[config.mk]
export PLATFORM = sky130hd
export DESIGN_NAME = usb_state_machine
export DESIGN_NICKNAME = d
export VERILOG_FILES = /design/src/rtl/usb_pkg.sv /design/src/rtl/usb_state_machine_edge_detect.sv /design/src/rtl/usb_state_machine.sv
export SDC_FILE = /design/constraint.sdc
export NUM_CORES = 1
export LEC_CHECK = 0
export CAP_MARGIN = 10
export CORE_MARGIN = 2
export CORE_UTILIZATION = 40
export CTS_CLUSTER_DIAMETER = 50
export DETAILED_ROUTE_END_ITERATION = 8
export GPL_TIMING_DRIVEN = 0
export PLACE_DENSITY = 0.74
export SYNTH_ARGS = -nofsm -noshare
export SYNTH_HDL_FRONTEND = slang
export SYNTH_HIERARCHICAL = 1
export SYNTH_SLANG_ARGS = --single-unit
[constraint.sdc]
create_clock -name clk -period 26.2 [get_ports clk]
set_clock_uncertainty 0.1 [all_clocks]
set_input_delay 7.86 -clock clk [delete_from_list [all_inputs] [get_ports clk]]
set_output_delay 7.86 -clock clk [all_outputs]
set_load 0.005 [all_outputs]
[src/rtl/usb_pkg.sv]
// -----------------------------------------------------------------------------
// usb_pkg
// Shared definitions for the ULPI link-side controller.
//   BYTE_W       : width of one ULPI bus byte
//   NUM_BYTES    : default transmit buffer depth in bytes
//   SYNC_STAGES  : flops in the ulpi_clk sampling chain (2 sync + 1 edge)
//   ST_*         : FSM state encodings, kept as plain constants so older
//                  blocks that compare raw state bits still line up
// -----------------------------------------------------------------------------
package usb_pkg;

  localparam int BYTE_W      = 8;
  localparam int NUM_BYTES   = 66;
  localparam int SYNC_STAGES = 3;

  typedef logic [2:0] state_t;

  localparam logic [2:0] ST_IDLE = 3'd0;
  localparam logic [2:0] ST_TURN = 3'd1;
  localparam logic [2:0] ST_RX   = 3'd2;
  localparam logic [2:0] ST_TX   = 3'd3;
  localparam logic [2:0] ST_STOP = 3'd4;

endpackage : usb_pkg

[src/rtl/usb_state_machine_edge_detect.sv]
// -----------------------------------------------------------------------------
// ulpi_edge_detect
// Samples the PHY's ulpi_clk as ordinary data in the clk domain and produces a
// one-clk pulse for every rising edge.
//   clk      in  : fast system clock (>= 3x ulpi_clk)
//   rst      in  : asynchronous active-high reset
//   ulpi_clk in  : 60 MHz PHY clock, treated as an asynchronous data input
//   uedge    out : one-clk pulse per ulpi_clk rising edge
// -----------------------------------------------------------------------------
module ulpi_edge_detect
  import usb_pkg::*;
(
  input  logic clk,
  input  logic rst,
  input  logic ulpi_clk,
  output logic uedge
);

  // Bit 0 is the metastability catcher, bit 1 is the first safe copy and
  // bit 2 remembers the previous safe value for the edge compare.
  logic [SYNC_STAGES-1:0] sync_reg;

  always_ff @(posedge clk or posedge rst) begin
    if (rst) begin
      sync_reg <= '0;
    end else begin
      sync_reg <= {sync_reg[SYNC_STAGES-2:0], ulpi_clk};
    end
  end

  assign uedge = sync_reg[1] & ~sync_reg[2];

endmodule : ulpi_edge_detect

[src/rtl/usb_state_machine.sv]
// -----------------------------------------------------------------------------
// usb_state_machine
// ULPI link-side controller. Filters RX CMD bytes out of the receive stream and
// serialises a wide transmit buffer onto the 8-bit ULPI bus LSB byte first,
// followed by one ulpi period of stp.
//   NUM_BYTES         : transmit buffer depth in bytes
//   clk               in  : system clock
//   rst               in  : asynchronous active-high reset
//   ulpi_clk          in  : PHY clock, edge-detected as data
//   dir               in  : 1 = PHY owns the bus
//   nxt               in  : with dir=1, marks a packet data byte
//   data_in           in  : ULPI bus from the PHY
//   shift_out         in  : start-transmit request (honoured only in IDLE)
//   internal_data_in  in  : transmit buffer, byte k at [8k+7:8k]
//   data_out          out : ULPI bus toward the PHY
//   internal_data_out out : last received data byte
//   new_byte          out : level, high while received data bytes stream
//   stp               out : end-of-transmit stop
// -----------------------------------------------------------------------------
module usb_state_machine
  import usb_pkg::BYTE_W;
  import usb_pkg::state_t;
  import usb_pkg::ST_IDLE;
  import usb_pkg::ST_TURN;
  import usb_pkg::ST_RX;
  import usb_pkg::ST_TX;
  import usb_pkg::ST_STOP;
#(
  parameter int NUM_BYTES = 66
) (
  input  logic                          clk,
  input  logic                          rst,
  input  logic                          ulpi_clk,
  input  logic                          dir,
  input  logic                          nxt,
  input  logic [BYTE_W-1:0]             data_in,
  input  logic                          shift_out,
  input  logic [BYTE_W*NUM_BYTES-1:0]   internal_data_in,
  output logic [BYTE_W-1:0]             data_out,
  output logic [BYTE_W-1:0]             internal_data_out,
  output logic                          new_byte,
  output logic                          stp
);

  localparam int CNT_W = (NUM_BYTES > 1) ? $clog2(NUM_BYTES) : 1;
  localparam logic [CNT_W-1:0] LAST_BYTE = CNT_W'(NUM_BYTES - 1);
  localparam int BUF_W = BYTE_W * NUM_BYTES;

  logic uedge;

  ulpi_edge_detect u_edge (
    .clk      (clk),
    .rst      (rst),
    .ulpi_clk (ulpi_clk),
    .uedge    (uedge)
  );

  state_t              state_reg,    state_next;
  logic [BUF_W-1:0]    shift_reg,    shift_next;
  logic [CNT_W-1:0]    cnt_reg,      cnt_next;
  logic [BYTE_W-1:0]   rx_data_reg,  rx_data_next;
  logic                new_byte_reg, new_byte_next;

  always_comb begin
    state_next    = state_reg;
    shift_next    = shift_reg;
    cnt_next      = cnt_reg;
    rx_data_next  = rx_data_reg;
    // new_byte is a level that only survives while data bytes keep coming.
    new_byte_next = 1'b0;

    case (state_reg)
      ST_IDLE: begin
        // A PHY taking the bus beats any pending transmit request.
        if (dir) begin
          state_next = ST_TURN;
        end else if (shift_out) begin
          shift_next = internal_data_in;
          cnt_next   = '0;
          state_next = ST_TX;
        end
      end

      ST_TURN: begin
        // data_in is not valid during turnaround; wait for a ulpi edge.
        if (!dir) begin
          state_next = ST_IDLE;
        end else if (uedge) begin
          state_next = ST_RX;
        end
      end

      ST_RX: begin
        if (!dir) begin
          state_next = ST_IDLE;
        end else if (nxt) begin
          rx_data_next  = data_in;
          new_byte_next = 1'b1;
        end
        // dir=1, nxt=0 is an RX CMD: byte held, new_byte drops.
      end

      ST_TX: begin
        if (dir) begin
          // PHY aborts the transmit by grabbing the bus.
          shift_next = '0;
          state_next = ST_TURN;
        end else if (uedge) begin
          if (cnt_reg == LAST_BYTE) begin
            shift_next = '0;
            state_next = ST_STOP;
          end else begin
            shift_next = shift_reg >> BYTE_W;
            cnt_next   = cnt_reg + 1'b1;
          end
        end
      end

      ST_STOP: begin
        if (uedge) begin
          cnt_next   = '0;
          state_next = ST_IDLE;
        end
      end

      default: begin
        state_next = ST_IDLE;
      end
    endcase
  end

  always_ff @(posedge clk or posedge rst) begin
    if (rst) begin
      state_reg    <= ST_IDLE;
      shift_reg    <= '0;
      cnt_reg      <= '0;
      rx_data_reg  <= '0;
      new_byte_reg <= 1'b0;
    end else begin
      state_reg    <= state_next;
      shift_reg    <= shift_next;
      cnt_reg      <= cnt_next;
      rx_data_reg  <= rx_data_next;
      new_byte_reg <= new_byte_next;
    end
  end

  // Outputs decode straight from registers, so byte 0 is on the bus in the
  // clk right after the load and stp tracks the STOP state exactly.
  assign data_out          = (state_reg == ST_TX) ? shift_reg[BYTE_W-1:0] : '0;
  assign stp               = (state_reg == ST_STOP);
  assign internal_data_out = rx_data_reg;
  assign new_byte          = new_byte_reg;

endmodule : usb_state_machine

==> flow_summary.json <==
{
  "status": "completed",
  "final_core_utilization_pct": 53.6,
  "finalSetupViolations": 0,
  "grt_usage_pct": 24.1,
  "rows": 97,
  "avgSynthCellArea_sq_um": 11.4,
  "syn_inst": 2455,
  "max_cap_violations": 0,
  "grt_first_pass_wirelength_um": 133000,
  "peakVddDrop_v": 0.0000616,
  "clk_pin_slew_worst_paths_ns": 0.06,
  "synth-seq-cells": 550,
  "cts_resized": 0,
  "insertion_delay_ns": 0.61,
  "finalWirelength_um": 87700,
  "antenna_found_initial": 55,
  "drc": 0,
  "hold_viol": 0,
  "synth_top_area_share_pct": 49.2,
  "critPathKind": "reg2out",
  "power.leakage_nw": 14.8,
  "drtAntennaViolNets": 0,
  "max_freq_mhz": 95.3,
  "min_path_type": "reg2reg",
  "period_share_pct": 40.0,
  "grt_pass1_vias": 22835,
  "reg2reg_slack_ns": 23.52,
  "gp_congestion": 0.880,
  "maxSlewViolCount": 0,
  "powerDensity_nw_per_um2": 112,
  "yosys_warnings": 6,
  "num_io_pins": 560,
  "syn-num-nets": 2999,
  "tightest_slew_ns": 0.991,
  "multiInputGateArea_sq_um": 12300,
  "worst_slew_margin_rel_pct": 33.6,
  "fillers": 6175,
  "first_pass_iters": 5,
  "grt_start_max_net_pins": 129,
  "fp.dieW_um": 269,
  "setup_tns_ns": 0,
  "clock_sinks": 550,
  "crit_required_ns": 18.24,
  "grt_overflow": 0,
  "placed_cells": 3957,
  "synth_area_leader_cell": "dfrtp_1",
  "crit_fanout": 10,
  "synth-edff-count": 0,
  "syn_to_final_growth_pct": 33.4,
  "rsz0062_at_grt": "false",
  "largest_reg_flops": 528,
  "final_cells": 4118,
  "cts_tree": "yes",
  "synth_async_sr_flop_share_pct": 100,
  "cts_hold_buf": 0,
  "drtIter0Drc": 1134,
  "wire_per_inst_um": 21.3,
  "start_util_pct": 40.2,
  "cp-end-kind": "primary output",
  "die_area_sq_um": 72100,
  "cts_setup_buffers": 0,
  "viasPerCell": 5.30,
  "h-tree-depth": 3,
  "period_needed_ns": 10.49,
  "syn_area_sq_um": 28000,
  "post_route_cells_drive_above_1_share_pct": 27.5,
  "core-area_sq_um": 69700,
  "dp_hpwl_um": 65500,
  "dieHeight_um": 269,
  "synth_ff_type": "dfrtp_1",
  "ys_seq_area_share_pct": 49.2,
  "vias": 21819,
  "synth.distinct_cells": 40,
  "cts_buffer_depth": 3,
  "startpoint_type": "flop",
  "port_buffers": 558,
  "synth.area.top_cells": "dfrtp_1 (49%), a221oi_2 (27%), nor2_1 (14%), buf_6 (4.6%), buf_2 (1.8%)",
  "critPathArrivalTime_ns": 2.53,
  "cts_buffers": 72,
  "fin_nets": 3635,
  "cts-root-buf": "clkbuf_16",
  "register_area_sq_um": 13800
}
## path summary, 6_finish.rpt
path                                               from                      endpoint  cells past startpoint
max in group asynchronous                           rst    shift_reg[255]$_DFFE_PP0P_                      4
setup reg to reg               state_reg[0]$_DFFE_PP0P_        cnt_reg[3]$_DFFE_PP0P_                      8
hold / removal             u_edge/sync_reg[0]$_DFF_PP0_  u_edge/sync_reg[1]$_DFF_PP0_                      0
min in group asynchronous                           rst  u_edge/sync_reg[0]$_DFF_PP0_                      2
setup / recovery               state_reg[0]$_DFFE_PP0P_                   data_out[2]                      5
hold reg to reg            u_edge/sync_reg[0]$_DFF_PP0_  u_edge/sync_reg[1]$_DFF_PP0_                      0
## cell usage after synthesis, types with 9 or more instances
cell type and n:
dfrtp_1 550, o21ai_0 10, nand2_1 24, nor2_1 1047
buf_1 10, buf_2 102, clkbuf_1 11, a221oi_2 512
and2_1 9, buf_6 115
## worst max-delay path, stage by stage (launching register included)
cell and delay, ns:
dfrtp_1 0.37, buf_2 0.22, nand2_1 0.07, nor2_1 0.47, and2_1 0.28, clkdlybuf4s50_1 0.52
## through the flow
stage / power, mW / setup WS (ns) / hold slack (ns) / area, sq um
after floorplan: 2.73 / 2.95 / 0.231 / 28000
after global placement: 3.16 / -4.20 / 0.233 / 34800
after detailed placement: 3.22 / 15.65 / 0.248 / 34900
after CTS: 4.22 / 15.65 / 0.262 / 37300
after global routing: 4.47 / 15.56 / 0.271 / 37300
final: 4.19 / 15.71 / 0.256 / 37400
## kinds of logic (layout without fill, tap and decap cells)
kind of cell | count (synthesis) | after routing | share of synthesized area [%]
flops | 550 | 550 | 49.2
compound gates | 547 | 547 | 28.4
mux | 9 | 9 | 0.358
simple gates | 1104 | 1104 | 15.2
buf+inv | 243 | 931 | 6.80
other cells | 0 | 35 | 0
fa+ha+maj | 2 | 2 | 0.0894
## routing by layer
layer,global-route usage (%),part of all wire [%],wire length [um],vias to the layer above
met3,6.84,6.8,5930,244
met2,39.0,48,41700,595
met5,0,0.35,309,-
li1,-,-,-,10273
met1,29.9,41,36000,10659
met4,10.9,4.2,3690,48
## area by class of cell
class,count,area share (%)
Sequential cell,550,36.8
Multi-Input combinational cell,1662,33.0
Timing Repair Buffer,562,15.2
Clock buffer,94,5.37
Buffer,238,5.04
Tap cell,940,3.15
Clock inverter,32,1.03
Antenna cell,35,0.234
Inverter,5,0.0703
## cell usage in the layout (no fill, tap or decap), types with 3 or more instances in the layout
cell and n:
a221oi_1 8, a221oi_2 512, a31oi_1 3, and2_1 9, buf_1 10, buf_16 4, buf_2 102, buf_6 115
bufinv_16 5, clkbuf_1 23, clkbuf_16 74, clkbuf_8 8, clkdlybuf4s50_1 558, clkinv_2 9, clkinv_4 4, clkinv_8 5
clkinvlp_4 7, dfrtp_1 550, diode_2 35, inv_1 4, mux2_2 8, nand2_1 24, nand3_1 8, nor2_1 1047
o21ai_0 10
## report_power, final
group          internal (mW)  switching (mW)  total [mW]  leakage [nW]
sequential              1.28           0.339        1.62          6.16
clock                  0.594           0.397       0.991          1.15
combinational          0.655           0.924        1.58          7.47
total                   2.53            1.66        4.19          14.8
Power figures use the tool's default switching activity.
